==> src/rtl/sw_debounce.sv <==
// Slide-switch conditioner: 2-flop synchroniser, per-bit stability filter, rise/fall pulses.
// Define SW_DEBOUNCE_EVT_LATCH_EN to add sticky per-bit event flags (evt_pend) cleared by evt_clr.
module sw_debounce #(
  parameter int unsigned  WIDTH     = 8,
  parameter int unsigned  DB_CYCLES = 4,
  localparam int unsigned CNT_W     = $clog2(DB_CYCLES)
) (
  input  logic             clk,
  input  logic             rst_n,
  input  logic [WIDTH-1:0] raw,
`ifdef SW_DEBOUNCE_EVT_LATCH_EN
  input  logic             evt_clr,
  output logic [WIDTH-1:0] evt_pend,
`endif
  output logic [WIDTH-1:0] sw,
  output logic [WIDTH-1:0] rise,
  output logic [WIDTH-1:0] fall,
  output logic             changed,
  output logic             nz
);

  localparam logic [CNT_W-1:0] CntMax = CNT_W'(DB_CYCLES - 1);

  logic [WIDTH-1:0] sync1_q, sync2_q;
  logic [WIDTH-1:0] sw_q, sw_d;
  logic [WIDTH-1:0] rise_q, rise_d;
  logic [WIDTH-1:0] fall_q, fall_d;
  logic             changed_q, changed_d;
  logic [CNT_W-1:0] cnt_q [WIDTH];
  logic [CNT_W-1:0] cnt_d [WIDTH];
  logic [WIDTH-1:0] flip;

  // Count consecutive cycles the synchronised level disagrees with the stable level; any
  // agreement (bounce back) restarts the count, and a completed count flips the bit.
  always_comb begin
    flip = '0;
    for (int i = 0; i < WIDTH; i++) begin
      cnt_d[i] = '0;
      if (sync2_q[i] != sw_q[i]) begin
        if (cnt_q[i] == CntMax) begin
          flip[i] = 1'b1;
        end else begin
          cnt_d[i] = cnt_q[i] + CNT_W'(1);
        end
      end
    end
    sw_d      = sw_q ^ flip;
    rise_d    = flip & sync2_q;
    fall_d    = flip & ~sync2_q;
    changed_d = |flip;
  end

  always_ff @(posedge clk or negedge rst_n) begin
    if (!rst_n) begin
      sync1_q   <= '0;
      sync2_q   <= '0;
      sw_q      <= '0;
      rise_q    <= '0;
      fall_q    <= '0;
      changed_q <= 1'b0;
      for (int i = 0; i < WIDTH; i++) begin
        cnt_q[i] <= '0;
      end
    end else begin
      sync1_q   <= raw;
      sync2_q   <= sync1_q;
      sw_q      <= sw_d;
      rise_q    <= rise_d;
      fall_q    <= fall_d;
      changed_q <= changed_d;
      for (int i = 0; i < WIDTH; i++) begin
        cnt_q[i] <= cnt_d[i];
      end
    end
  end

  assign sw      = sw_q;
  assign rise    = rise_q;
  assign fall    = fall_q;
  assign changed = changed_q;
  assign nz      = |sw_q;

`ifdef SW_DEBOUNCE_EVT_LATCH_EN
  logic [WIDTH-1:0] evt_pend_q, evt_pend_d;

  // A new event in the clearing cycle survives the clear.
  always_comb begin
    evt_pend_d = (evt_pend_q & ~{WIDTH{evt_clr}}) | rise_q | fall_q;
  end

  always_ff @(posedge clk or negedge rst_n) begin
    if (!rst_n) begin
      evt_pend_q <= '0;
    end else begin
      evt_pend_q <= evt_pend_d;
    end
  end

  assign evt_pend = evt_pend_q;
`endif

  a_rise_fall_excl: assert property (@(posedge clk) disable iff (!rst_n)
    (rise_q & fall_q) == '0);

  a_changed_or: assert property (@(posedge clk) disable iff (!rst_n)
    changed_q == |(rise_q | fall_q));

  for (genvar g = 0; g < WIDTH; g++) begin : g_cnt_chk
    a_cnt_bound: assert property (@(posedge clk) disable iff (!rst_n)
      cnt_q[g] <= CntMax);
  end

endmodule

==> config.mk <==
export PLATFORM = sky130hd
export DESIGN_NAME = sw_debounce
export DESIGN_NICKNAME = d
export VERILOG_FILES = /design/src/rtl/sw_debounce.sv
export SDC_FILE = /design/constraint.sdc
export NUM_CORES = 1
export LEC_CHECK = 0
export CELL_PAD_IN_SITES_DETAIL_PLACEMENT = 1
export CELL_PAD_IN_SITES_GLOBAL_PLACEMENT = 2
export CORE_ASPECT_RATIO = 2
export CORE_MARGIN = 4
export CORE_UTILIZATION = 32
export DETAILED_ROUTE_END_ITERATION = 7
export PLACE_DENSITY_LB_ADDON = 0.1
export SLEW_MARGIN = 0
export SYNTH_ARGS = -nofsm -noshare
export SYNTH_HDL_FRONTEND = slang
export SYNTH_SLANG_ARGS = --single-unit
export TNS_END_PERCENT = 30
==> constraint.sdc <==
create_clock -name clk -period 1.3 [get_ports clk]
set_clock_uncertainty 0.15 [all_clocks]
set_input_delay 0.39 -clock clk [delete_from_list [all_inputs] [get_ports clk]]
set_output_delay 0.39 -clock clk [all_outputs]
set_load 0.03 [all_outputs]
==> key figures, run 1 <==
Place
  – Port bufs: 35
  – Area after DPL: 2530 um2
  – Final GP Congestion: 0.734
  – Detailed placer's ending HPWL: 3150 um

Power and ir drop
  – Power density cells: 2260 nW/um2
  – Peak VDD IR: 961 uV
  – Overall Power: 6.95 mW
  – Leak: 1.49 nW

STA
  – Slew margin rel.: 0.826
  – Worst-Margin Slew: 0.260 ns
  – Final hold viol count: 0
  – Crit share post-route: 1.40
  – Unrepaired setup endpoints after global routing: yes
  – Final Setup Violations: 32
  – Upper clock frequency limit: 550 MHz
  – Post-route minimum period: 1.82 ns
  – Final setup margin: -0.518 ns
  – Max Slew Vio Count: 0

Floorplan
  – Die Height: 119 um
  – I/O pin cnt: 36
  – Starting Density: 0.328
  – FP Rows: 40
  – Floorplan core area: 6010 um2
  – Die X-Extent: 63.5 um
  – Area of the die: 7550 um2

Synthesis
  – Async set-reset flop share out of synthesis: 1.00
  – Unique masters post-synth: 20
  – Synth Flop Type: dfrtp_1
  – Main combinational cell family by area after synthesis: simple AND/OR/NAND/NOR gates
  – Post-synth EDFFs: 0
  – Post-Synthesis Cells: 129
  – Yosys warns: 0
  – Syn nets: 147
  – Post-Synth XOR/XNOR Area: 0.0356
  – Synth Area in Compound Gates: 0.0178
  – Netlist Area Pre-Place: 1970 um2
  – Adder-cell share of the synthesized area: 0.0509
  – Synth Register Bits: 57
  – Sequential fraction of the synthesis area: 0.725
  – Mean Syn Cell Area: 15.3 um2
  – Post-synthesis mux area share: 0.0229
  – Synth Area in Simple Gates: 0.140

Cells and area
  – Layout cell share with drive strength beyond 1: 0.435
  – Final Net Count: 222
  – Post-route cell area: 3070 um2
  – Area grow syn2layout: 56.1%
  – Antenna diode count: 0

Worst setup path
  – Crit Path Category: flop to primary output
  – Crit-path max cell delay: 0.41 ns
  – CP cell instances: nor4_4 -> nand2_1 -> buf_6
  – Slowest-stage cell, CP: dfrtp_1
  – Bufs and invs on worst path: 1
  – Critical path arrival: 1.28 ns
  – R2R cell count: 6
  – CP required: 0.76 ns
  – Crit-path max FO: 2
  – CP Launch Type: flop
  – Top Family by Delay on Critical Path: flip-flops
  – WP depth: 3
  – Crit path capture type: primary output

Min path
  – Hold Path Cell Cnt: 0
  – Startpoint of the worst hold path: sync1_q[4]
  – Worst Hold Class: flop to flop

CTS
  – Register clock-pin slew on the reported worst setup and hold paths: 0.05 ns
  – CTS sink count: 57
  – Num CTS Buffers: 9
  – Htree depth: 3
  – Root buffer cell: clkbuf_16
  – CTS tree: done
  – Latest clock arrival within the worst-skew pair: 0.32 ns
  – Largest buffer count on any clock path: 2

Drt
  – Routed Antenna Nets: 0
  – DRC: 0
  – Vias per cell: 4.72
  – Post-DR wirelength/cell: 15.7 um
  – DRT Wirelength: 4280 um
  – Vias: 1285
  – DRT iter0 DRCs: 35
  – TritonRoute pass-1 iters: 4

Status
  – Violated checks: negative setup slack
  – Status: complete, but fails checks

Global routing
  – First-pass GRT wire length: 7270 um
  – Initial antenna violation count: 0
  – Vias in the first global route: 1450
  – Global route overflow: 0
  – Global Route Usage Sum: 0.132
  – Largest net degree at the start of global routing: 40

Run
  – Max cap viols: 0
[through the flow]
step	hold slack, ns	setup WS (ns)	setup TNS, ns	std cells	utilization
4_1_cts	0.197	-0.513	-4.28	269	0.499
3_5_place_dp	0.187	-0.672	-1.03	249	0.421
2_1_floorplan	-0.0556	-0.224	-0.342	129	-
3_3_place_gp	0.182	-0.643	-0.910	249	0.421
6_report	0.194	-0.518	-4.13	272	0.512
5_1_grt	0.201	-0.611	-5.28	272	0.512
[area by class of cell]
cell class	count	area [um2]
Fill cell	601	2930
Sequential cell	57	1430
Timing Repair Buffer	64	662
Multi-Input combinational cell	68	622
Clock buffer	16	262
Tap cell	63	78.8
Inverter	4	15.0
[metal layers]
metal / share of wire / routed length, um / GRT usage
met1: 0.37 / 1570 / 0.133
met2: 0.56 / 2390 / 0.223
met3: 0.047 / 200 / 0.0519
met4: 0.026 / 110 / 0.0798
met5: 0 / 0 / 0
[placed cells by master, fill, tap and decap left out, types with 2 or more instances in the layout]
master	instances
dfrtp_1	51
buf_6	33
buf_4	18
clkbuf_16	9
clkdlybuf4s50_1	8
nor3b_1	7
dfrtp_2	6
clkbuf_1	6
and3b_1	5
nand2_1	5
inv_1	4
nor2_1	4
nor3_1	4
nor2b_1	4
o21ai_1	4
mux2_4	4
ha_1	4
and2_1	3
ha_2	3
buf_12	3
and3b_2	2
xor2_1	2
xnor2_2	2
xor2_2	2
xnor2_1	2
nor4_2	2
a22oi_1	2
[cells in the mapped netlist (all sizes together) (4+ instances only)]
library cell  instances  area (um2)
and3b                 8        75.1
mux2                  4        45.0
dfrtp                57        1430
nor3b                 8        60.1
inv                   4        15.0
xor2                  4        35.0
xnor2                 4        35.0
o21ai                 4        20.0
nor4                  4        31.3
nor2b                 4        25.0
and2                  4        25.0
ha                    8         100
nand2                 5        18.8
nor3                  4        20.0
nor2                  4        15.0
[worst paths after layout]
kind	slack, ns	to
worst max-delay path	-0.52	nz
worst min-delay path	0.19	sync2_q[4]
worst max register to register	-0.27	changed
worst min register to register	0.19	sync2_q[4]
max in group asynchronous	0.34	asynchronous set/reset pin
min in group asynchronous	0.44	asynchronous set/reset pin
[timing repair]
item,in CTS,in global routing
setup endpoints to repair,32,38
endpoints found under the hold margin,57,0
resized for setup,50,13
hold buffers,1,0
cloned,0,0
setup buffers,3,8
pin swaps,3,4
[power by group]
group / switching [mW] / leakage (nW) / internal, mW / total [mW]
sequential: 0.267 / 0.719 / 2.19 / 2.46
combinational: 1.11 / 0.643 / 1.34 / 2.46
clock: 0.701 / 0.125 / 1.34 / 2.04
[cells by family after synthesis]
logic type | Yosys count
mux | 4
xor+xnor | 8
flops | 57
simple gates | 42
compound gates | 6
buf+inv | 4
fa+ha+maj | 8
Note: power is estimated with default switching activity, not from simulation.
==> run 2, diff against run 1 <==
--- a/config.mk
+++ b/config.mk
@@ -11,8 +11,8 @@
 export CORE_MARGIN = 4
 export CORE_UTILIZATION = 32
 export DETAILED_ROUTE_END_ITERATION = 7
+export GPL_ROUTABILITY_DRIVEN = 0
 export PLACE_DENSITY_LB_ADDON = 0.1
-export SLEW_MARGIN = 0
 export SYNTH_ARGS = -nofsm -noshare
 export SYNTH_HDL_FRONTEND = slang
 export SYNTH_SLANG_ARGS = --single-unit
==> results of run 2 <==
Same layout as run 1: the final DEF is identical, and so are final timing and power.
==> run 3, diff against run 2 <==
--- a/config.mk
+++ b/config.mk
@@ -13,7 +13,8 @@
 export DETAILED_ROUTE_END_ITERATION = 7
 export GPL_ROUTABILITY_DRIVEN = 0
 export PLACE_DENSITY_LB_ADDON = 0.1
+export SLEW_MARGIN = 20
 export SYNTH_ARGS = -nofsm -noshare
 export SYNTH_HDL_FRONTEND = slang
 export SYNTH_SLANG_ARGS = --single-unit
-export TNS_END_PERCENT = 30
+export TNS_END_PERCENT = 10
==> run 3 against run 2 <==
Net effect:
- the run still ends with negative setup slack left
- via count is 1.4% lower
- routed wire length is 0.87% lower
- combinational power is 7% lower
- sequential share of layout area is 0.89 points higher
- die area stayed put
- critical endpoint unchanged
- hold slack better by 0.00097 ns
- final area is 1.9% lower
- global-route usage is 0.079 points lower
- worst setup slack better by 0.011 ns
- largest cell class unchanged
==> key figures, run 3 (same netlist as run 1, synthesis figures left out) <==
Worst setup path
  – Bufs and invs on worst path: 1 (unchanged)
  – CP required: 0.76 ns (about the same)
  – FF-to-FF setup slack: -0.16 ns (+0.11 ns)
  – Crit path capture type: primary output
  – Top Family by Delay on Critical Path: flip-flops
  – Critical path arrival: 1.27 ns (about the same)
  – Crit-path max FO: 2 (unchanged)
  – Slowest-stage cell, CP: dfrtp_1
  – CP Launch Type: flop
  – Crit Path Category: flop to primary output
  – CP cell instances: nor4_4 -> nand2_1 -> buf_6
  – Crit-path max cell delay: 0.41 ns (about the same)

Power and ir drop
  – P_int: 4.75 mW (-2.6%)
  – Switching part of the total: 0.300 (+0.00101)
  – Switch Pwr: 2.04 mW (-2.1%)
  – Comb power frac: 0.338 (-0.015)
  – Peak VDD IR: 953 uV (-0.90%)
  – Clock group share of total power: 0.300 (+0.007)
  – Leak: 1.46 nW (-2.1%)
  – Reg power frac: 0.362 (+0.009)
  – Overall Power: 6.78 mW (-2.4%)
  – Power density cells: 2250 nW/um2 (-0.55%)

Floorplan
  – Area of the die: 7550 um2 (unchanged)
  – FP Rows: 40 (unchanged)
  – Floorplan core area: 6010 um2 (unchanged)
  – Die Height: 119 um (unchanged)
  – Die X-Extent: 63.5 um (unchanged)
  – Starting Density: 0.328 (unchanged)
  – I/O pin cnt: 36 (unchanged)

CTS
  – CTS tree: done
  – CTS sink count: 57 (unchanged)
  – Largest buffer count on any clock path: 2 (unchanged)
  – Htree depth: 3 (unchanged)
  – Latest clock arrival within the worst-skew pair: 0.32 ns (about the same)
  – Register clock-pin slew on the reported worst setup and hold paths: 0.05 ns (about the same)
  – Root buffer cell: clkbuf_16
  – Num CTS Buffers: 9 (unchanged)

Drt
  – Routed Antenna Nets: 0 (unchanged)
  – DRT Wirelength: 4240 um (-0.87%)
  – Post-DR wirelength/cell: 15.8 um (+0.61%)
  – TritonRoute pass-1 iters: 4 (unchanged)
  – Vias per cell: 4.73 (about the same)
  – DRT iter0 DRCs: 33 (-5.7%)
  – Vias: 1267 (-1.4%)
  – DRC: 0 (unchanged)

Place
  – Port bufs: 35 (unchanged)
  – Placed cells: 249 (unchanged)
  – Detailed placer's ending HPWL: 3150 um (unchanged)
  – Area after DPL: 2530 um2 (unchanged)

Cells and area
  – Final Net Count: 218 (-1.8%)
  – Area grow syn2layout: 53.2%
  – Commonest non-fill, non-tap cells in the layout: dfrtp_1 (51), buf_6 (33), buf_4 (15)
  – Layout cell share with drive strength beyond 1: 0.415 (-0.0208)
  – Post-route cell area: 3020 um2 (-1.9%)
  – Fin cells: 268 (-1.5%)
  – Antenna diode count: 0 (unchanged)
  – Most common cell after layout, fill and taps aside: dfrtp_1
  – # fillers: 600 (-0.17%)

STA
  – Final setup margin: -0.508 ns (+0.0107 ns)
  – Crit share post-route: 1.39 (-0.00824)
  – Unrepaired setup endpoints after global routing: yes
  – Final Setup Violations: 27 (-16%)
  – Max Slew Vio Count: 0 (unchanged)
  – Worst-Margin Slew: 0.246 ns (-0.0140 ns)
  – Post-route minimum period: 1.81 ns (-0.0107 ns)
  – Upper clock frequency limit: 553 MHz (+0.59%)
  – Slew margin rel.: 0.835 (+0.00935)
  – Final hold viol count: 0 (unchanged)

Status
  – Violated checks: negative setup slack
  – Status: complete, but fails checks

Global routing
  – Initial antenna violation count: 0 (unchanged)
  – Vias in the first global route: 1436 (-0.97%)
  – First-pass GRT wire length: 7210 um (-0.85%)
  – Global Route Usage Sum: 0.131 (-0.000787)
  – Largest net degree at the start of global routing: 40 (unchanged)
  – Global route overflow: 0 (unchanged)

Run
  – Max cap viols: 0 (unchanged)

Min path
  – Worst Hold Class: flop to flop
==> run 3: area by class of cell <==
class                      instances  area, um2  area share
clock buffer                      16        262      0.0867
inverter                           4       15.0     0.00498
multi-input combinational         68        607       0.201
sequential                        57       1430       0.476
tap                               63       78.8      0.0261
timing repair buffer              60        619       0.205
==> run 3: worst paths after layout <==
check,start,endpoint,depth (start not counted)
hold / removal,sync1_q[4],sync2_q[4],0
max in group asynchronous,rst_n,asynchronous set/reset pin,3
setup / recovery,flop,nz,3
setup reg to reg,flop,changed,5
hold reg to reg,sync1_q[4],sync2_q[4],0
min in group asynchronous,rst_n,asynchronous set/reset pin,3
==> run 3: metrics by stage <==
step | hold WS (ns) | setup slack (ns) | setup TNS, ns | utilization
global route | 0.201 | -0.591 | -4.73 | 0.502
finish | 0.195 | -0.508 | -3.71 | 0.502
CTS | 0.197 | -0.513 | -4.16 | 0.495
global placement | 0.182 | -0.643 | -0.910 | 0.421
floorplan | -0.0556 | -0.224 | -0.342 | -
detailed placement | 0.187 | -0.672 | -1.03 | 0.421
==> run 3: per-layer routing <==
layer	global-route usage	wire length [um]
met1	0.132	1550
met4	0.0825	130
met2	0.220	2360
met3	0.0519	204
met5	0	0
==> run 3: power by group through the flow <==
stage,registers (mW),logic [mW],clock network (mW)
6_report,2.45,2.29,2.04
5_1_grt,2.50,2.52,2.21
4_1_cts,2.46,2.22,2.12
3_5_place_dp,2.41,1.95,0
3_3_place_gp,2.37,1.90,0
2_1_floorplan,2.78,0.628,0
==> run 3: what timing repair did <==
item	CTS	global route
hold buffers	1	0
endpoints found under the hold margin	57	0
pin swaps	2	5
gates resized for setup	49	7
buffers inserted	0	2
setup endpoints to repair	32	32
